--- src/rtl/delta_scan_arbiter.sv ---
// Round-robin scanner over delta-register change flags: grants one channel, pulses its
// read strobe, captures its value and holds it as a valid/ready event. Optional masking via DELTA_SCAN_ARBITER_MASK_EN.
module delta_scan_arbiter #(
    parameter int NUM_CH     = 4,
    parameter int DATA_WIDTH = 32
) (
    input  logic                             CLK,
    input  logic                             RSTN,
    input  logic                             ENABLE,
    input  logic [NUM_CH-1:0]                CHG_IN,
`ifdef DELTA_SCAN_ARBITER_MASK_EN
    input  logic [NUM_CH-1:0]                CH_MASK,
`endif
    input  logic [NUM_CH*DATA_WIDTH-1:0]     VALUE_IN,
    output logic [NUM_CH-1:0]                READ_ACK,
    output logic                             EVT_VALID,
    input  logic                             EVT_READY,
    output logic [$clog2(NUM_CH)-1:0]        EVT_CH,
    output logic [DATA_WIDTH-1:0]            EVT_DATA
);

    localparam int CH_W = $clog2(NUM_CH);

    typedef enum logic [1:0] {IDLE, ACK, HOLD} state_t;

    state_t                state_q, state_d;
    logic [CH_W-1:0]       rr_ptr_q, rr_ptr_d;
    logic [CH_W-1:0]       winner_q, winner_d;
    logic [NUM_CH-1:0]     read_ack_q, read_ack_d;
    logic                  evt_valid_q, evt_valid_d;
    logic [CH_W-1:0]       evt_ch_q, evt_ch_d;
    logic [DATA_WIDTH-1:0] evt_data_q, evt_data_d;

    logic [NUM_CH-1:0]     eligible;
    logic [NUM_CH-1:0]     req;
    logic                  found_hi, found_any;
    logic [CH_W-1:0]       low_hi, low_any;
    logic                  sel_found;
    logic [CH_W-1:0]       sel_idx;
    logic [DATA_WIDTH-1:0] win_data;

`ifdef DELTA_SCAN_ARBITER_MASK_EN
    assign eligible = ~CH_MASK;
`else
    assign eligible = '1;
`endif

    genvar gi;
    generate
        for (gi = 0; gi < NUM_CH; gi++) begin : g_req
            assign req[gi] = CHG_IN[gi] & eligible[gi];
        end
    endgenerate

    // Scanning downward leaves the lowest index in each candidate: lowest at/after
    // the pointer wins, otherwise the lowest overall (the wrap-around case).
    always_comb begin
        found_hi  = 1'b0;
        found_any = 1'b0;
        low_hi    = '0;
        low_any   = '0;
        for (int i = NUM_CH - 1; i >= 0; i--) begin
            if (req[i]) begin
                found_any = 1'b1;
                low_any   = CH_W'(i);
                if (CH_W'(i) >= rr_ptr_q) begin
                    found_hi = 1'b1;
                    low_hi   = CH_W'(i);
                end
            end
        end
        sel_found = found_any;
        sel_idx   = found_hi ? low_hi : low_any;
    end

    always_comb begin
        win_data = '0;
        for (int i = 0; i < NUM_CH; i++) begin
            if (winner_q == CH_W'(i)) begin
                win_data = VALUE_IN[i*DATA_WIDTH +: DATA_WIDTH];
            end
        end
    end

    always_comb begin
        state_d     = state_q;
        rr_ptr_d    = rr_ptr_q;
        winner_d    = winner_q;
        read_ack_d  = '0;
        evt_valid_d = evt_valid_q;
        evt_ch_d    = evt_ch_q;
        evt_data_d  = evt_data_q;
        case (state_q)
            IDLE: begin
                if (ENABLE && sel_found) begin
                    state_d    = ACK;
                    winner_d   = sel_idx;
                    read_ack_d = {{(NUM_CH-1){1'b0}}, 1'b1} << sel_idx;
                end
            end
            ACK: begin
                // Value is sampled as the strobe closes, so the delta register has
                // already seen its read event.
                state_d     = HOLD;
                evt_valid_d = 1'b1;
                evt_ch_d    = winner_q;
                evt_data_d  = win_data;
                rr_ptr_d    = (winner_q == CH_W'(NUM_CH - 1)) ? '0 : winner_q + CH_W'(1);
            end
            HOLD: begin
                if (EVT_READY) begin
                    state_d     = IDLE;
                    evt_valid_d = 1'b0;
                end
            end
            default: state_d = IDLE;
        endcase
    end

    always_ff @(posedge CLK) begin
        if (!RSTN) begin
            state_q     <= IDLE;
            rr_ptr_q    <= '0;
            winner_q    <= '0;
            read_ack_q  <= '0;
            evt_valid_q <= 1'b0;
            evt_ch_q    <= '0;
            evt_data_q  <= '0;
        end else begin
            state_q     <= state_d;
            rr_ptr_q    <= rr_ptr_d;
            winner_q    <= winner_d;
            read_ack_q  <= read_ack_d;
            evt_valid_q <= evt_valid_d;
            evt_ch_q    <= evt_ch_d;
            evt_data_q  <= evt_data_d;
        end
    end

    assign READ_ACK  = read_ack_q;
    assign EVT_VALID = evt_valid_q;
    assign EVT_CH    = evt_ch_q;
    assign EVT_DATA  = evt_data_q;

endmodule
--- config.mk ---
export PLATFORM = sky130hd
export DESIGN_NAME = delta_scan_arbiter
export DESIGN_NICKNAME = d
export VERILOG_FILES = /design/src/rtl/delta_scan_arbiter.sv
export SDC_FILE = /design/constraint.sdc
export NUM_CORES = 1
export LEC_CHECK = 0
export CORE_MARGIN = 1
export CORE_UTILIZATION = 35
export CTS_CLUSTER_DIAMETER = 200
export CTS_CLUSTER_SIZE = 40
export DETAILED_ROUTE_END_ITERATION = 10
export GPL_TIMING_DRIVEN = 0
export PLACE_DENSITY = 0.82
export SLEW_MARGIN = 5
export SYNTH_ARGS = -nofsm -noshare
export SYNTH_HDL_FRONTEND = slang
export SYNTH_SLANG_ARGS = --single-unit
--- constraint.sdc ---
create_clock -name CLK -period 2.2 [get_ports CLK]
set_clock_uncertainty 0.1 [all_clocks]
set_input_delay 0.55 -clock CLK [delete_from_list [all_inputs] [get_ports CLK]]
set_output_delay 0.55 -clock CLK [all_outputs]
set_load 0.01 [all_outputs]
==> flow_summary.json <==
{
  "crit_buf_inv": 3,
  "cts_hold_buf": 0,
  "ys_seq_area_share_pct": 37.8,
  "rsz0062_at_grt": "no",
  "setup_viol": 0,
  "drcViolationCount": 16,
  "report.final.slew_viol_count": 0,
  "crit_family": "buffers and inverters",
  "finalSetupTns_ps": 0,
  "htree_levels": 2,
  "ys_seq_elements": 45,
  "maxCapViolCount": 0,
  "start_kind": "flop",
  "max_freq_mhz": 491,
  "min_period_ps": 2040,
  "p_sw_mw": 0.637,
  "die_w_um": 84.5,
  "synth_top_area_cell": "dfxtp_1",
  "path_common_cell": "buf_2",
  "peakVddDrop_mv": 0.358,
  "synth_area_leaders": "dfxtp_1 (38%), a222oi_1 (13%), nand3b_1 (10%)",
  "wl_per_cell_um": 17.5,
  "wirelength_mm": 9.12,
  "root_buffer": "clkbuf_8",
  "final_nets": 583,
  "synth_edf_count": 0,
  "top_level_ports": 175,
  "p_total_mw": 2.28,
  "swShare_pct": 28.0,
  "grt_max_degree": 16,
  "core-area_sq_um": 6460,
  "netlist_instances": 263,
  "first_pass_iters": 9,
  "leakage_nw": 1.58,
  "top_layer": "met4",
  "grt_use_total_pct": 25.1,
  "critical_path.max_stage_delay_ps": 450,
  "slowest_stage": "dfxtp_1",
  "cts-resized-gates": 0,
  "wl_met3_um": 814,
  "syn_avg_cell_area_sq_um": 9.06,
  "die-area_sq_um": 7140,
  "synthArstFlopShare_pct": 0,
  "critPathKind": "reg -> reg",
  "clk_pin_slew_ps": 90,
  "antenna_found_initial": 0,
  "relSlewSlack_pct": 62.9,
  "cts_setup_buffers": 0,
  "yosysTopAreaCellShare_pct": 37.8,
  "hp-class": "reg -> reg",
  "drt-initial-drc-count": 254,
  "clock_sinks": 45,
  "cp_data_required_time_ps": 2340,
  "yosysMostFrequentCell": "dfxtp_1",
  "areaGrowthSynthToFinish_pct": 81.5,
  "synth_nets": 403,
  "dp_hpwl_mm": 6.93,
  "cell_internal_pwr_mw": 1.64,
  "fin_crit_sh_pct": 92.7,
  "p_comb_share_pct": 31.3,
  "worstSetupEndpointType": "flop",
  "grt-ovfl-total": 0,
  "dp_cells": 513,
  "gp_congestion": 0.782,
  "nFillCells": 562,
  "finalNonFillerCells": 521,
  "pwr_density_cell_nw_per_um2": 526,
  "hold_viol_final": 0,
  "worstMarginPinSlew_ps": 554,
  "clkPwrFrac_pct": 28.8,
  "netlist_top_cells_count": "dfxtp_1 (45), a21oi_1 (35), nand3b_1 (32), o211ai_1 (31), a222oi_1 (30)",
  "met1Wirelength_mm": 3.71,
  "routed-wl-met2_mm": 4.45,
  "fin_util_pct": 67.0,
  "worstPathMaxFanout": 10,
  "dieHeight_um": 84.5,
  "syn-cell-area_sq_um": 2380,
  "path_cells": "inv_1 > ha_1 > buf_2 > nor3b_2 > buf_2 > a222oi_1 > a21oi_1",
  "cp_data_arrival_time_ps": 2170,
  "yosys_warnings": 0,
  "p_seq_share_pct": 39.9,
  "antennaDiodeCount": 0,
  "clockBufferDepth": 2,
  "violations": "design-rule violations",
  "port_buffers": 173,
  "ff2ff_setup_slack_ps": 160,
  "initial_utilization_pct": 36.9,
  "ant_nets": 0,
  "status": "complete, but fails checks",
  "clk_latency_ps": 300,
  "grt_pass1_vias": 2872,
  "drive_gt1_share_pct": 7.43,
  "grt_first_pass_wirelength_mm": 14.3,
  "cts_tree": "done",
  "cts_inserted_buffers": 5,
  "yosysUniqueCellTypes": 36,
  "viasPerCell": 5.60,
  "synth_ff_type": "dfxtp_1",
  "rows": 29,
  "vias": 2917
}
layer usage:
layer  up-vias  global-route usage [%]
met5         -                       0
met4         0                    6.16
met2       148                    44.8
met1      1351                    30.5
li1       1408                       -
met3        10                    5.80
stage by stage:
stage / area, sq um / hold WS [ps] / worst slack, ps
floorplan: 2380 / 376 / 599
global placement: 4210 / 351 / 99.9
detailed placement: 4210 / 357 / 6.55
CTS: 4330 / 371 / 169
global route: 4330 / 388 / 25.1
finish: 4330 / 367 / 162
tightest hold or removal path, stage by stage (launching register included):
cell and delay, ps:
dfxtp_1 320, nand2_1 50, a21boi_1 50
area by class of cell:
cell class / count / area (sq um) / area share (%)
timing repair buffer: 173 / 1730 / 40.0
multi-input combinational: 184 / 1320 / 30.5
sequential: 45 / 901 / 20.8
buffer: 30 / 148 / 3.41
tap: 77 / 96.3 / 2.23
clock buffer: 5 / 68.8 / 1.59
clock inverter: 3 / 46.3 / 1.07
inverter: 4 / 15.0 / 0.347
sequential cells by signal (all words and copies together) (netlist names):
| name | flops |
|---|---|
| state_q | 2 |
| READ_ACK | 4 |
| EVT_DATA | 32 |
| rr_ptr_q | 2 |
| EVT_CH | 2 |
| winner_q | 2 |
| EVT_VALID | 1 |
worst paths after layout:
path / to / start / depth (start not counted)
max: EVT_DATA[11] / winner_q[0] / 7
min: EVT_CH[1] / EVT_CH[1] / 2
max reg2reg: EVT_DATA[11] / winner_q[0] / 7
min reg2reg: EVT_CH[1] / EVT_CH[1] / 2
power by group through the flow:
stage                     clock network (mW)  registers (mW)  logic [mW]
after detailed placement                   0           0.925       0.707
after floorplan                            0           0.945       0.263
after CTS                              0.659           0.907       0.712
after global routing                   0.702           0.914       0.768
final                                  0.656           0.908       0.712
after global placement                     0           0.923       0.698
cell families (layout without fill, tap and decap cells):
kind of cell / after synthesis / after routing / share of synthesized area (%)
buffers and inverters: 34 / 215 / 6.82
muxes: 1 / 1 / 0.472
DFF: 45 / 45 / 37.8
adders and majority gates: 4 / 4 / 2.10
and+or+nand+nor: 66 / 66 / 17.5
AOI/OAI and AO/OA: 113 / 113 / 35.3
layout by cell type, fill, tap and decap left out, types with 2 or more instances in the layout:
master / Yosys / layout
o21ai_0: 3 / 3
dfxtp_1: 45 / 45
buf_4: 2 / 2
inv_1: 3 / 3
a211oi_1: 2 / 2
o211ai_1: 31 / 31
clkdlybuf4s50_1: 0 / 173
a21oi_1: 35 / 35
a222oi_1: 30 / 30
ha_1: 4 / 4
a221oi_1: 2 / 2
nand2_1: 10 / 10
nand3b_1: 32 / 32
nor2b_1: 6 / 6
clkbuf_1: 11 / 11
a21boi_1: 3 / 3
nand2b_1: 2 / 2
clkbuf_8: 0 / 5
nor2_1: 8 / 8
buf_2: 16 / 16
Note: power is estimated with default switching activity, not from simulation.
